<file path="src/rtl/fw_pkg.sv">
// Shared definitions for the firmware sequencer, instruction ROM and assembler tables.
package fw_pkg;

  localparam int OPC_W = 4;

  typedef enum logic [OPC_W-1:0] {
    OPC_NOP  = 4'h0,
    OPC_CALC = 4'h3,
    OPC_HALT = 4'hF
  } opcode_e;

  typedef enum logic [2:0] {
    ST_IDLE  = 3'd0,
    ST_FETCH = 3'd1,
    ST_EXEC  = 3'd2,
    ST_WAIT  = 3'd3,
    ST_DONE  = 3'd4,
    ST_ERROR = 3'd5
  } seq_state_e;

  typedef enum logic [1:0] {
    ERR_NONE    = 2'd0,
    ERR_ILLEGAL = 2'd1,
    ERR_OVERRUN = 2'd2,
    ERR_TIMEOUT = 2'd3
  } err_code_e;

  function automatic logic is_busy(input seq_state_e s);
    return (s == ST_FETCH) || (s == ST_EXEC) || (s == ST_WAIT);
  endfunction

endpackage

</file>
<file path="src/rtl/fw_watchdog.sv">
// Cycle counter with clear/enable; tc flags that TIMEOUT cycles have been spent waiting.
module fw_watchdog #(
  parameter int TIMEOUT = 1024
) (
  input  logic clk,
  input  logic rst_n,
  input  logic srst,
  input  logic clear,
  input  logic enable,
  output logic tc
);

  localparam int CW = $clog2(TIMEOUT);
  localparam logic [CW-1:0] CNT_LAST = CW'(TIMEOUT - 32'sd1);

  logic [CW-1:0] cnt_r;

  // Wait-cycle counter; saturates at the terminal count.
  always_ff @(posedge clk or negedge rst_n) begin
    if (!rst_n) begin
      cnt_r <= {CW{1'b0}};
    end else if (srst || clear) begin
      cnt_r <= {CW{1'b0}};
    end else if (enable && !tc) begin
      cnt_r <= cnt_r + CW'(1'b1);
    end else begin
      cnt_r <= cnt_r;
    end
  end

  assign tc = (cnt_r == CNT_LAST);

endmodule

</file>
<file path="src/rtl/firmware_sequencer.sv">
// Firmware control unit: PC/IR, fetch-decode FSM, CALC handshake and fault trapping.
module firmware_sequencer
  import fw_pkg::*;
#(
  parameter int WIDTH   = 16,
  parameter int DEPTH   = 64,
  parameter int TIMEOUT = 1024
) (
  input  logic                       clk,
  input  logic                       rst_n,
  input  logic                       start,
  input  logic                       abort,
  output logic [$clog2(DEPTH)-1:0]   imem_addr,
  input  logic [WIDTH-1:0]           imem_data,
  output logic                       calc_start,
  output logic [WIDTH-OPC_W-1:0]     calc_arg,
  input  logic                       calc_done,
  output logic                       busy,
  output logic                       halted,
  output logic                       err,
  output logic [1:0]                 err_code
);

  localparam int AW = $clog2(DEPTH);
  localparam int OW = WIDTH - OPC_W;
  localparam logic [AW-1:0] PC_LAST = AW'(DEPTH - 32'sd1);

  seq_state_e     state_r, state_s;
  logic [AW-1:0]  pc_r, pc_s;
  logic [WIDTH-1:0] ir_r, ir_s;
  logic [OW-1:0]  calc_arg_r, calc_arg_s;
  err_code_e      err_code_r, err_code_s;
  logic           calc_start_r, calc_start_s;
  logic           busy_r, halted_r, err_r;
  logic           wd_clr_s, wd_en_s, wd_tc_s;
  logic [OPC_W-1:0] ir_opc_s, fetch_opc_s;

  assign ir_opc_s    = ir_r[WIDTH-1 -: OPC_W];
  assign fetch_opc_s = imem_data[WIDTH-1 -: OPC_W];

  fw_watchdog #(.TIMEOUT(TIMEOUT)) u_watchdog (
    .clk    (clk),
    .rst_n  (rst_n),
    .srst   (abort),
    .clear  (wd_clr_s),
    .enable (wd_en_s),
    .tc     (wd_tc_s)
  );

  // Next-state, datapath updates and decode; abort overrides every state.
  always_comb begin
    state_s      = state_r;
    pc_s         = pc_r;
    ir_s         = ir_r;
    calc_arg_s   = calc_arg_r;
    err_code_s   = err_code_r;
    calc_start_s = 1'b0;
    wd_clr_s     = 1'b0;
    wd_en_s      = 1'b0;
    if (abort) begin
      state_s    = ST_IDLE;
      pc_s       = {AW{1'b0}};
      calc_arg_s = {OW{1'b0}};
      err_code_s = ERR_NONE;
    end else begin
      case (state_r)
        ST_IDLE, ST_DONE, ST_ERROR: begin
          if (start) begin
            state_s    = ST_FETCH;
            pc_s       = {AW{1'b0}};
            err_code_s = ERR_NONE;
          end else begin
            state_s = state_r;
          end
        end
        ST_FETCH: begin
          ir_s    = imem_data;
          state_s = ST_EXEC;
          // The pulse is registered here so it lines up with the EXEC cycle.
          calc_start_s = (fetch_opc_s == OPC_CALC);
        end
        ST_EXEC: begin
          case (ir_opc_s)
            OPC_NOP: begin
              if (pc_r == PC_LAST) begin
                err_code_s = ERR_OVERRUN;
                state_s    = ST_ERROR;
              end else begin
                pc_s    = pc_r + AW'(1'b1);
                state_s = ST_FETCH;
              end
            end
            OPC_CALC: begin
              calc_arg_s = ir_r[OW-1:0];
              wd_clr_s   = 1'b1;
              state_s    = ST_WAIT;
            end
            OPC_HALT: begin
              state_s = ST_DONE;
            end
            default: begin
              err_code_s = ERR_ILLEGAL;
              state_s    = ST_ERROR;
            end
          endcase
        end
        ST_WAIT: begin
          if (calc_done) begin
            if (pc_r == PC_LAST) begin
              err_code_s = ERR_OVERRUN;
              state_s    = ST_ERROR;
            end else begin
              pc_s    = pc_r + AW'(1'b1);
              state_s = ST_FETCH;
            end
          end else if (wd_tc_s) begin
            err_code_s = ERR_TIMEOUT;
            state_s    = ST_ERROR;
          end else begin
            wd_en_s = 1'b1;
          end
        end
        default: begin
          state_s = ST_IDLE;
        end
      endcase
    end
  end

  // State, datapath and registered status outputs.
  always_ff @(posedge clk or negedge rst_n) begin
    if (!rst_n) begin
      state_r      <= ST_IDLE;
      pc_r         <= {AW{1'b0}};
      ir_r         <= {WIDTH{1'b0}};
      calc_arg_r   <= {OW{1'b0}};
      err_code_r   <= ERR_NONE;
      calc_start_r <= 1'b0;
      busy_r       <= 1'b0;
      halted_r     <= 1'b0;
      err_r        <= 1'b0;
    end else begin
      state_r      <= state_s;
      pc_r         <= pc_s;
      ir_r         <= ir_s;
      calc_arg_r   <= calc_arg_s;
      err_code_r   <= err_code_s;
      calc_start_r <= calc_start_s;
      busy_r       <= is_busy(state_s);
      halted_r     <= (state_s == ST_DONE);
      err_r        <= (state_s == ST_ERROR);
    end
  end

  assign imem_addr  = pc_r;
  assign calc_start = calc_start_r;
  assign calc_arg   = calc_arg_r;
  assign busy       = busy_r;
  assign halted     = halted_r;
  assign err        = err_r;
  assign err_code   = err_code_r;

endmodule

</file>
<file path="config.mk">
export PLATFORM = sky130hd
export DESIGN_NAME = firmware_sequencer
export DESIGN_NICKNAME = d
export VERILOG_FILES = /design/src/rtl/fw_pkg.sv /design/src/rtl/fw_watchdog.sv /design/src/rtl/firmware_sequencer.sv
export SDC_FILE = /design/constraint.sdc
export NUM_CORES = 1
export LEC_CHECK = 0
export CAP_MARGIN = 40
export CORE_MARGIN = 3
export CORE_UTILIZATION = 55
export DETAILED_ROUTE_END_ITERATION = 10
export PLACE_DENSITY = 0.81
export REMOVE_ABC_BUFFERS = 1
export SYNTH_ARGS = -nofsm -noshare
export SYNTH_HDL_FRONTEND = slang
export SYNTH_HIERARCHICAL = 1
export SYNTH_SLANG_ARGS = --single-unit
</file>
<file path="constraint.sdc">
create_clock -name clk -period 5.5 [get_ports clk]
set_input_delay 1.1 -clock clk [delete_from_list [all_inputs] [get_ports clk]]
set_output_delay 1.1 -clock clk [all_outputs]
set_load 0.05 [all_outputs]
</file>
==> flow_summary.yaml <==
yosys:
  synth_area_leaders: "dfrtp_1 (53%), mux2_2 (7.6%), a22o_1 (4.2%), nor2_1 (2.7%), a21oi_1 (2.0%)"
  synth_top_cell_area_share_pct: 52.53
  synth_area_sq_mm: 0.002525
  yosys.area.top_type: "dfrtp_1"
  yosys_warnings: 6
  synth_cells: 224
  yosysSeqAreaShare_pct: 52.53
  synth_edf_count: 0
  ys_seq_elements: 53
  async_reset_ff_share_pct: 100.0
  ys_types: 50
  synthFlopType: "dfrtp_1"
  syn_avg_cell_area_sq_um: 11.27
global_routing:
  antenna_found_initial: 0
  grt_usage_pct: 19.93
  grt_pass1_vias: 1802
  grt_overflow_total: 0
  grt_max_degree: 54
  grt_pass1_wl_mm: 8.549
setup_path:
  setup.worst_path.end_class: "register"
  slowest_stage: "clkdlybuf4s50_1"
  worstPathMaxFanout: 12
  cpPeakStageDelay_ps: 640
  crit_required_ps: 5730
  startpoint_type: "primary input"
  worst-r2r-setup-slack_ps: 3030
  cp_cell_sequence: "clkdlybuf4s50_1, nand2b_1, nor3_1, nand4_1, or4_1, a21oi_1"
  critPathKind: "primary input to register"
  cp.arrival_ps: 3440
power:
  clock_power_share_pct: 25.0
  p_leak_nw: 1.299
  cellPowerDensity_mw_per_mm2: 286.2
  combPwrFrac_pct: 20.1
  cell_internal_pwr_w: 0.0006201
  switching_share_pct: 29.40
  power_switching_w: 0.0002582
  irDropWorstVdd_mv: 0.1858
  power.share.sequential_pct: 54.9
route:
  vias_per_cell: 5.831
  wirelength_mm: 4.928
  drc: 0
  first_iter_violations: 150
  dr.pass1.iters: 4
  ant_nets: 0
  wl_per_cell_um: 15.40
  vias: 1866
cts:
  cts_resized: 0
  cts_buffer_depth: 2
  cts_setup_buffers: 0
  cts_tree: "built"
  ctsHoldBuffers: 0
  cts_sinks: 53
  insertion_delay_ps: 310
  clkTransAtPathRegs_ps: 100
  root_buffer: "clkbuf_8"
  ctsHtreeMaxLevel: 2
  cts_made_buffers: 5
floorplan:
  initial_core_util_pct: 57.59
  num_rows: 24
  ios: 45
  coreArea_sq_mm: 0.004384
  die_area_sq_mm: 0.005440
  die-width_um: 73.76
  die_h_um: 73.76
timing:
  min_period_over_period_pct: 58.37
  rsz0062_at_grt: "no"
  relSlewSlack_pct: 57.45
  drv_slew: 0
  tns_ps: 0
  fmax_mhz: 311.5
  skew_ps: 10.37
  timing.final.hold_violations: 0
  tightestPinTransition_ps: 638.3
  min_period_ps: 3211
  finalSetupViolCount: 0
final_layout:
  fin_area_sq_mm: 0.003069
  drive_above_1_share_pct: 14.55
  syn_to_final_growth_pct: 21.56
  nets: 290
  insertedDiodeCount: 0
  fillers: 348
place:
  port_buffers: 44
  place_area_sq_mm: 0.002979
  gp_congestion: 0.8199
  hpwl_mm: 3.515
run:
  max_cap_violations: 0
worst_hold_path:
  hold_class: "register to register"
outcome:
  status: "complete, no violations"
[power by group through the flow]
stage               logic, W  registers (W)  clock network [W]
floorplan           0.000108       0.000495                  0
global placement    0.000172       0.000486                  0
detailed placement  0.000177       0.000490                  0
CTS                 0.000179       0.000483           0.000227
global route        0.000196       0.000491           0.000243
finish              0.000177       0.000482           0.000219
[path summary, 6_finish.rpt]
path	start	to	depth (start not counted)
max	abort	u_watchdog/cnt_r[9]$_DFFE_PN0P_	6
min	calc_arg[8]$_DFFE_PN0P_	calc_arg[8]$_DFFE_PN0P_	1
min in group asynchronous	rst_n	imem_addr[2]$_DFFE_PN0P_	2
max reg2reg	u_watchdog/cnt_r[0]$_DFFE_PN0P_	u_watchdog/cnt_r[9]$_DFFE_PN0P_	8
max in group asynchronous	rst_n	ir_r[13]$_DFFE_PN0P_	2
min reg2reg	calc_arg[8]$_DFFE_PN0P_	calc_arg[8]$_DFFE_PN0P_	1
[cell families after synthesis]
kind of cell,after synthesis,synth area share (%)
AO/OA/AOI/OAI,52,15.81
XOR/XNOR,7,2.428
adder cells (fa/ha/maj),2,0.9909
buffers and inverters,16,3.320
flip-flops,53,52.53
multiplexers,20,8.771
AND/OR/NAND/NOR,74,16.15
[layout make-up]
class	count	area (sq um)	share of cell area, %
clock buffers	5	68.82	2.242
clock inverters	3	21.27	0.6930
inverters	6	22.52	0.7338
multi-input cells	155	1115	36.32
flip-flops and latches	53	1326	43.21
well taps	52	65.06	2.120
repair buffers	46	450.4	14.68
[Yosys cell counts (5+ instances only)]
cell / number
nand2b_1: 5
inv_1: 6
nand4_1: 6
nor2_1: 18
dfrtp_1: 53
o21ai_0: 7
and3_1: 6
mux2_2: 17
a21oi_1: 10
nand2_1: 12
a22o_1: 12
[cells in the final DEF (no fill, tap or decap), types with 2 or more instances in the layout]
cell type and count:
a211oi_1 2, clkbuf_8 5, nor3_1 4, o21a_1 2, xor2_1 3, nand2b_1 5
and3_1 6, and2_1 2, a21oi_1 10, dfrtp_1 53, o21ai_0 7, mux2i_1 3
xnor2_1 4, a31oi_1 4, nand4_1 6, nor2_1 18, clkdlybuf4s50_1 43, nor2b_1 2
nor4b_1 3, nand2_1 12, or2_2 2, a311oi_1 2, inv_1 6, a22o_1 12
nor4_1 2, nand3_1 3, or4_1 2, buf_4 2, ha_1 2, mux2_2 17
o31ai_1 2
[metal layers]
layer | wire (um) | GRT usage [%]
met1 | 2348 | 28.81
met2 | 2279 | 30.71
met3 | 269 | 4.925
met4 | 31 | 3.622
met5 | 0 | 0
[through the flow]
stage / power (W) / instances / util [%] / setup WS (ps) / hold WS, ps
finish: 0.0008783 / 320 / 70.01 / 2289 / 506.6
global route: 0.0009300 / 320 / 70.01 / 2139 / 526.7
CTS: 0.0008877 / 320 / 70.01 / 2338 / 507.5
detailed placement: 0.0006679 / 312 / 67.95 / 2012 / 484.5
global placement: 0.0006579 / 311 / 67.78 / 2147 / 478.8
floorplan: 0.0006033 / 214 / - / 3045 / 469.3
[sequential cells by signal (all words and copies together), names as in the netlist]
signal            count
state_r               3
err                   1
halted                1
calc_arg             12
u_watchdog/cnt_r     10
imem_addr             6
err_code              2
calc_start            1
ir_r                 16
busy                  1
[critical path, delay by kind of cell]
family | cells | cell delay (ps)
buffers and inverters | 1 | 640
AOI/OAI and AO/OA | 1 | 160
and+or+nand+nor | 4 | 1530
(Power assumes the default switching activity.)
